### config.mk
export PLATFORM = sky130hd
export DESIGN_NAME = mp_add_sequencer
export DESIGN_NICKNAME = d
export VERILOG_FILES = /design/src/rtl/mp_add_sequencer.sv
export SDC_FILE = /design/constraint.sdc
export NUM_CORES = 1
export LEC_CHECK = 0
export CELL_PAD_IN_SITES_DETAIL_PLACEMENT = 0
export CELL_PAD_IN_SITES_GLOBAL_PLACEMENT = 1
export CORE_MARGIN = 1
export CORE_UTILIZATION = 40
export CTS_CLUSTER_DIAMETER = 30
export CTS_CLUSTER_SIZE = 16
export DETAILED_ROUTE_END_ITERATION = 12
export GPL_TIMING_DRIVEN = 0
export HOLD_SLACK_MARGIN = 0.03
export PLACE_DENSITY = 0.87
export SLEW_MARGIN = 20
export SYNTH_ARGS = -nofsm -noshare
export SYNTH_HDL_FRONTEND = slang
export SYNTH_SLANG_ARGS = --single-unit
export TNS_END_PERCENT = 5
### constraint.sdc
create_clock -name clk -period 3.7 [get_ports clk]
set_clock_uncertainty 0.05 [all_clocks]
set_input_delay 0.74 -clock clk [delete_from_list [all_inputs] [get_ports clk]]
set_output_delay 0.74 -clock clk [all_outputs]
set_load 0.01 [all_outputs]
### src/rtl/mp_add_sequencer.sv
// ---------------------------------------------------------------------------
// mp_add_sequencer
//   Multi-precision add controller. It steps one shared external 8-bit adder
//   across WORDS byte lanes, least significant lane first. A register carries
//   the carry from one lane to the next.
//
//   Optional feature: define MP_ADD_SUBTRACT_EN to add the op_sub port. When
//   op_sub=1 the block computes A-B: B is inverted at capture and the initial
//   carry is forced to 1.
//
// Ports
//   clk, rst_n          clock (rising edge), asynchronous active-low reset
//   start               command strobe, only sampled while idle
//   op_a, op_b, cin     operands and carry-in, captured on an accepted start
//   op_sub              (MP_ADD_SUBTRACT_EN only) subtract select, captured on start
//   busy                high while lanes are being processed
//   done                one-cycle pulse; result/cout are valid from this cycle
//   result, cout        (8*WORDS)-bit sum and final carry-out
//   add_a/b/cin         drive to the external adder (zero while idle)
//   add_sum, add_cout   combinational response from the external adder
// ---------------------------------------------------------------------------
module mp_add_sequencer #(
    parameter int unsigned WORDS = 4
) (
    input  logic                 clk,
    input  logic                 rst_n,
    input  logic                 start,
    input  logic [8*WORDS-1:0]   op_a,
    input  logic [8*WORDS-1:0]   op_b,
    input  logic                 cin,
`ifdef MP_ADD_SUBTRACT_EN
    input  logic                 op_sub,
`endif
    output logic                 busy,
    output logic                 done,
    output logic [8*WORDS-1:0]   result,
    output logic                 cout,
    output logic [7:0]           add_a,
    output logic [7:0]           add_b,
    output logic                 add_cin,
    input  logic [7:0]           add_sum,
    input  logic                 add_cout
);

    // Lane index is at least 1 bit wide; with WORDS=1 it never leaves 0.
    localparam int unsigned IDX_W = (WORDS > 1) ? $clog2(WORDS) : 1;
    localparam logic [IDX_W-1:0] LAST_IDX = IDX_W'(WORDS - 1);

    typedef enum logic {
        ST_IDLE = 1'b0,
        ST_RUN  = 1'b1
    } state_t;

    state_t             r_state;
    logic [IDX_W-1:0]   r_idx;
    logic [8*WORDS-1:0] r_a;
    logic [8*WORDS-1:0] r_b;
    logic               r_carry;
    logic [8*WORDS-1:0] r_result;
    logic               r_cout;
    logic               r_done;

    logic               w_sub;
    logic [7:0]         w_lane_a;
    logic [7:0]         w_lane_b;

`ifdef MP_ADD_SUBTRACT_EN
    assign w_sub = op_sub;
`else
    assign w_sub = 1'b0;
`endif

    // Sequencer: state, lane index, captured operands and all outputs.
    always_ff @(posedge clk or negedge rst_n) begin
        if (!rst_n) begin
            r_state  <= ST_IDLE;
            r_idx    <= '0;
            r_a      <= '0;
            r_b      <= '0;
            r_carry  <= 1'b0;
            r_result <= '0;
            r_cout   <= 1'b0;
            r_done   <= 1'b0;
        end else begin
            r_done <= 1'b0;
            case (r_state)
                ST_IDLE: begin
                    if (start) begin
                        r_a     <= op_a;
                        // Subtraction is A + ~B + 1.
                        r_b     <= w_sub ? ~op_b : op_b;
                        r_carry <= w_sub ? 1'b1 : cin;
                        r_idx   <= '0;
                        r_state <= ST_RUN;
                    end
                end
                ST_RUN: begin
                    for (int w = 0; w < int'(WORDS); w++) begin
                        if (r_idx == IDX_W'(w)) begin
                            r_result[8*w +: 8] <= add_sum;
                        end
                    end
                    r_carry <= add_cout;
                    if (r_idx == LAST_IDX) begin
                        r_cout  <= add_cout;
                        r_done  <= 1'b1;
                        r_state <= ST_IDLE;
                    end else begin
                        r_idx <= r_idx + 1'b1;
                    end
                end
                default: r_state <= ST_IDLE;
            endcase
        end
    end

    // Lane select for the adder operands.
    always_comb begin
        w_lane_a = 8'h00;
        w_lane_b = 8'h00;
        for (int w = 0; w < int'(WORDS); w++) begin
            if (r_idx == IDX_W'(w)) begin
                w_lane_a = r_a[8*w +: 8];
                w_lane_b = r_b[8*w +: 8];
            end
        end
    end

    assign add_a   = (r_state == ST_RUN) ? w_lane_a : 8'h00;
    assign add_b   = (r_state == ST_RUN) ? w_lane_b : 8'h00;
    assign add_cin = (r_state == ST_RUN) ? r_carry  : 1'b0;

    assign busy   = (r_state == ST_RUN);
    assign done   = r_done;
    assign result = r_result;
    assign cout   = r_cout;

endmodule

# Word-level counts from Yosys, hierarchy flattened
# Index checks and enable logic that the tools add are counted.
[totals]
ff_bits = 102
latchBits = 0
ramBits = 0
mem_bits_ro = 0
out_inout_bits = 52
wordCells = 46
n_memories = 0
[classes]
n_addsub = 1
n_mul = 0
div = 0
order_cmp = 0
n_eq_ne = 5
n_shift = 0
mux = 21
bitwise = 1
reduce_logical = 7
[op_table]
columns = ["cell", "count"]
rows = [
  ["$mux 8", 10],
  ["$reduce_and 2->1", 6],
  ["$mux 1", 6],
  ["$eq 2x2->1 const B", 2],
  ["$mux 2", 2],
  ["$ne 2x2->1 const B", 2],
  ["$pmux 1 s2", 2],
  ["$pmux 2 s2", 1],
  ["$add 2x1->2 const B", 1],
  ["$eq 2x1->1 const B", 1],
  ["$logic_not 2->1", 1],
  ["$not 1->1", 1],
]

# Depth between registers and ports, before layout
[logic_depth]
word_depth = 6
ltp_mapped = 7
ltp_nobuf = 5

# Worst setup path after synthesis
# OpenSTA, ideal clock, no wires.
[synth_timing]
path_type = "register to output"
startpoint = "register r_idx[0]"
endpoint = "output port add_a[4]"
arrival_time_ns = 1.490
setup_slack_ns = 1.420
stages_incl_launch_ff = 8
path_cell_list = "dfrtp_1 inv_1 ha_1 buf_2 inv_1 clkbuf_1 o21ai_0 o21ai_0"
[synth_between]
elab_chain_cells = 6
elab_cells_between_ends = 9
classes_between = "3 x eq/ne; 5 x mux; 1 x reduce/logical"
[synth_lines]
columns = ["element", "line", "source"]
rows = [
  ["start, declared", "55", "logic [IDX_W-1:0] r_idx;"],
  ["start signal, assigned", "109", "r_idx <= r_idx + 1'b1;"],
  ["$logic_not 2->1", "122", "if (r_idx == IDX_W'(w)) begin"],
  ["$mux 8 (3 in a row)", "122", ""],
  ["$mux 8 *", "122", ""],
  ["$mux 8 *", "129", "assign add_a = (r_state == ST_RUN) ? w_lane_a : 8'h00;"],
  ["end, declared", "38", "output logic [7:0] add_a,"],
]
# Mark *: on every way between the ends. The rest lies on a longest branch, timed or not.

# Worst setup path in the final report
[layout_timing]
startpoint = "register r_idx[1]"
endpoint = "output port add_a[3]"
# The elaborated chain is that of the path after synthesis.

==> summary.txt <==
Layout
  • # fillers: 892
  • Sequential cell area: 2550 µm²
  • Share of post-route cells with drive strength above 1: 18.5%
  • Ant diodes: 0
  • Fin nets: 526
  • Finished layout cell area: 5990 µm²
  • Area grow syn2layout: 38.0%
  • Footprint of the multi-input gates: 1620 µm²

Synthesis
  • Syn. warnings: 0
  • Top cells by count, synth: dfrtp_1, mux2_1, mux2_2, o21ai_0, nand2_1
  • Syn Inst Count: 306
  • Main synth FF type: dfrtp_1
  • Syn Nets: 387
  • Unique cell type count in the Yosys netlist: 22
  • Area contributors post-synth: dfrtp_1, mux2_1, mux2_2
  • FF+latch count, synth: 102
  • Yosys top cell area share: 58.8%
  • Count leader, synth: dfrtp_1
  • Syn avg cell area: 14.2 µm²
  • Dominant cell type by area after synthesis: dfrtp_1
  • Cell Area, Synth: 4340 µm²
  • EDFF count, synth: 0
  • Register area share after synthesis: 58.8%
  • Post-synthesis async set-or-reset flop share: 100%

Critical path
  • Crit. End Element: primary output
  • Arr. time, crit path: 2.68 ns
  • CP Launch Type: flop
  • CP required: 2.91 ns
  • Worst setup path end: add_a[3]
  • Worst-case reg-to-reg path depth: 5
  • Critical path class: flop to primary output
  • R2r startpoint: r_idx[1]
  • R2R setup slack: 1.97 ns
  • Worst-path fanout max: 10
  • CP startpoint: r_idx[1]
  • Reg2reg end: result[14]

Timing
  • Final setup viols: 0
  • Final Hold Viols: 0
  • Max-slew violations: 0
  • Max Fclk: 288 MHz
  • RSZ-0062 raised after global routing: false
  • Rel. slew slack: 60.0%
  • Fin crit period: 3.47 ns
  • Slew of the pin with the lowest slew margin: 0.600 ns
  • Final period utilization: 93.8%
  • Fin worst setup slack: 0.229 ns

Global routing
  • Initial antenna violation count: 0
  • GR Overflow Total: 0
  • Gr usage total: 19.3%
  • Largest net degree at the start of global routing: 62
  • Global-route wire length before repair: 16.6 mm
  • Vias in the first global route: 3271

Power and ir drop
  • Pwr/cell area: 848 nW/µm²
  • Lkg Pwr: 2.45 nW
  • Clk network pwr share: 12.4%
  • Psw: 1.72 mW
  • Switching share of total power: 33.8%
  • P_int: 3.36 mW
  • Reg power frac: 38.9%
  • Peak VDD IR: 0.000395 V
  • Gate power share: 48.7%

Clock tree
  • Root Buffer: clkbuf_8
  • CTS Buffer Depth: 2
  • Num CTS Buffers: 9
  • CTS sink count: 102
  • Hold_buf cts: 0
  • Skew-Pair Late Insertion Delay: 0.35 ns
  • Setup Fix Bufs, Post-CTS: 0
  • Htree depth: 3
  • Worst-path clk slew: 0.09 ns
  • Resized Gates After CTS: 0
  • CTS tree: yes

Drt
  • Post-detailed-routing wire length: 10.1 mm
  • WL per Instance: 17.2 µm
  • First-pass DRT Iterations: 4
  • Vias: 2991
  • Antenna Nets Post-Route: 0
  • DRC violations left: 0
  • DRT iter0 DRCs: 92
  • Vias per cell: 5.11

Floorplan
  • Chip width: 106 µm
  • IO Pins: 129
  • Row count: 37
  • Die footprint: 11300 µm²
  • Core Area: 10400 µm²
  • Die H: 106 µm
  • Starting Density: 41.7%

Placed design
  • PortBufs: 128
  • Placement-stage cell area: 5820 µm²
  • Routability congestion estimate: 0.755
  • Detailed Place HPWL: 7.39 mm
  • Pre-CTS setup slack: 0.516 ns

Min path
  • Worst hold path class: primary input to asynchronous set/reset pin

Status
  • Outcome: complete, no violations

Flow run
  • Max-capacitance violation count: 0
[worst max-delay path, cell delays in order, from the launching register on]
cell and delay [ns]:
dfrtp_1 0.41, inv_1 0.11, ha_1 0.15, buf_4 0.19
clkbuf_1 0.49, a221oi_1 0.18, o21ai_0 0.24, clkdlybuf4s50_1 0.57
[kinds of logic (layout without fill, tap and decap cells)]
| family | count (synthesis) | count (layout) | synth area share, % |
|---|---|---|---|
| muxes | 98 | 98 | 25.7 |
| adders and majority gates | 4 | 4 | 1.15 |
| and+or+nand+nor | 29 | 29 | 3.23 |
| buffers and inverters | 22 | 165 | 3.78 |
| DFF | 102 | 102 | 58.8 |
| AOI/OAI and AO/OA | 51 | 51 | 7.27 |
[metrics by stage]
stage	cells	power, mW	TNS (ns)	hold slack (ns)	util [%]
5_1_grt	585	5.45	0	0.246	57.5
3_3_place_gp	570	4.41	-187.88	0.412	55.6
6_report	585	5.08	0	0.233	57.5
2_1_floorplan	306	3.30	0	0.394	-
3_5_place_dp	571	4.50	0	0.422	55.9
4_1_cts	586	5.14	0	0.234	57.5
[area by class of cell]
cell class / count / area share (%)
Clock buffer: 10 / 2.30
Sequential cell: 102 / 42.6
Inverter: 3 / 0.188
Multi-Input combinational cell: 182 / 27.1
Buffer: 18 / 2.49
Timing Repair Buffer: 129 / 21.9
Clock inverter: 5 / 0.606
Tap cell: 136 / 2.84
[layer usage]
metal  global-route usage (%)  share of wire, %  vias up
li1                         -                 -     1379
met1                     24.5                44     1488
met2                     31.3                47      110
met3                     5.70               7.6       14
met4                     6.45               1.5        0
met5                        0                 0        -
[worst min-delay path by stage]
stage / from / end / slack (ns) / depth (start not counted)
floorplan: rst_n / busy / 0.39 / 0
global placement: r_a[21] / r_a[21] / 0.41 / 1
detailed placement: r_a[20] / r_a[20] / 0.42 / 1
CTS: rst_n / result[28] / 0.23 / 1
global route: rst_n / result[12] / 0.25 / 1
finish: rst_n / result[12] / 0.23 / 1
[registers in the layout (all words and copies together) (netlist names)]
name	flops
busy	1
cout	1
done	1
r_a	32
r_b	32
r_carry	1
r_idx	2
result	32
[placed cells by master, fill, tap and decap left out, types with 2 or more instances in the layout]
| cell type | count |
|---|---|
| clkdlybuf4s50_1 | 127 |
| dfrtp_1 | 102 |
| mux2_1 | 50 |
| mux2_2 | 43 |
| o21ai_0 | 24 |
| nand2_1 | 21 |
| a221oi_1 | 16 |
| o21ai_1 | 11 |
| buf_6 | 10 |
| clkbuf_8 | 10 |
| buf_2 | 5 |
| mux2_4 | 4 |
| ha_1 | 4 |
| inv_1 | 3 |
| clkinvlp_4 | 3 |
| buf_4 | 2 |
| nor2b_1 | 2 |
| clkbuf_1 | 2 |
[power by group through the flow]
stage / clock (mW) / combinational, mW / sequential (mW)
2_1_floorplan: 0 / 1.29 / 2.01
3_3_place_gp: 0 / 2.44 / 1.97
3_5_place_dp: 0 / 2.50 / 2.00
4_1_cts: 0.651 / 2.51 / 1.98
5_1_grt: 0.701 / 2.69 / 2.05
6_report: 0.629 / 2.47 / 1.98
Note: power is estimated with default switching activity, not from simulation.
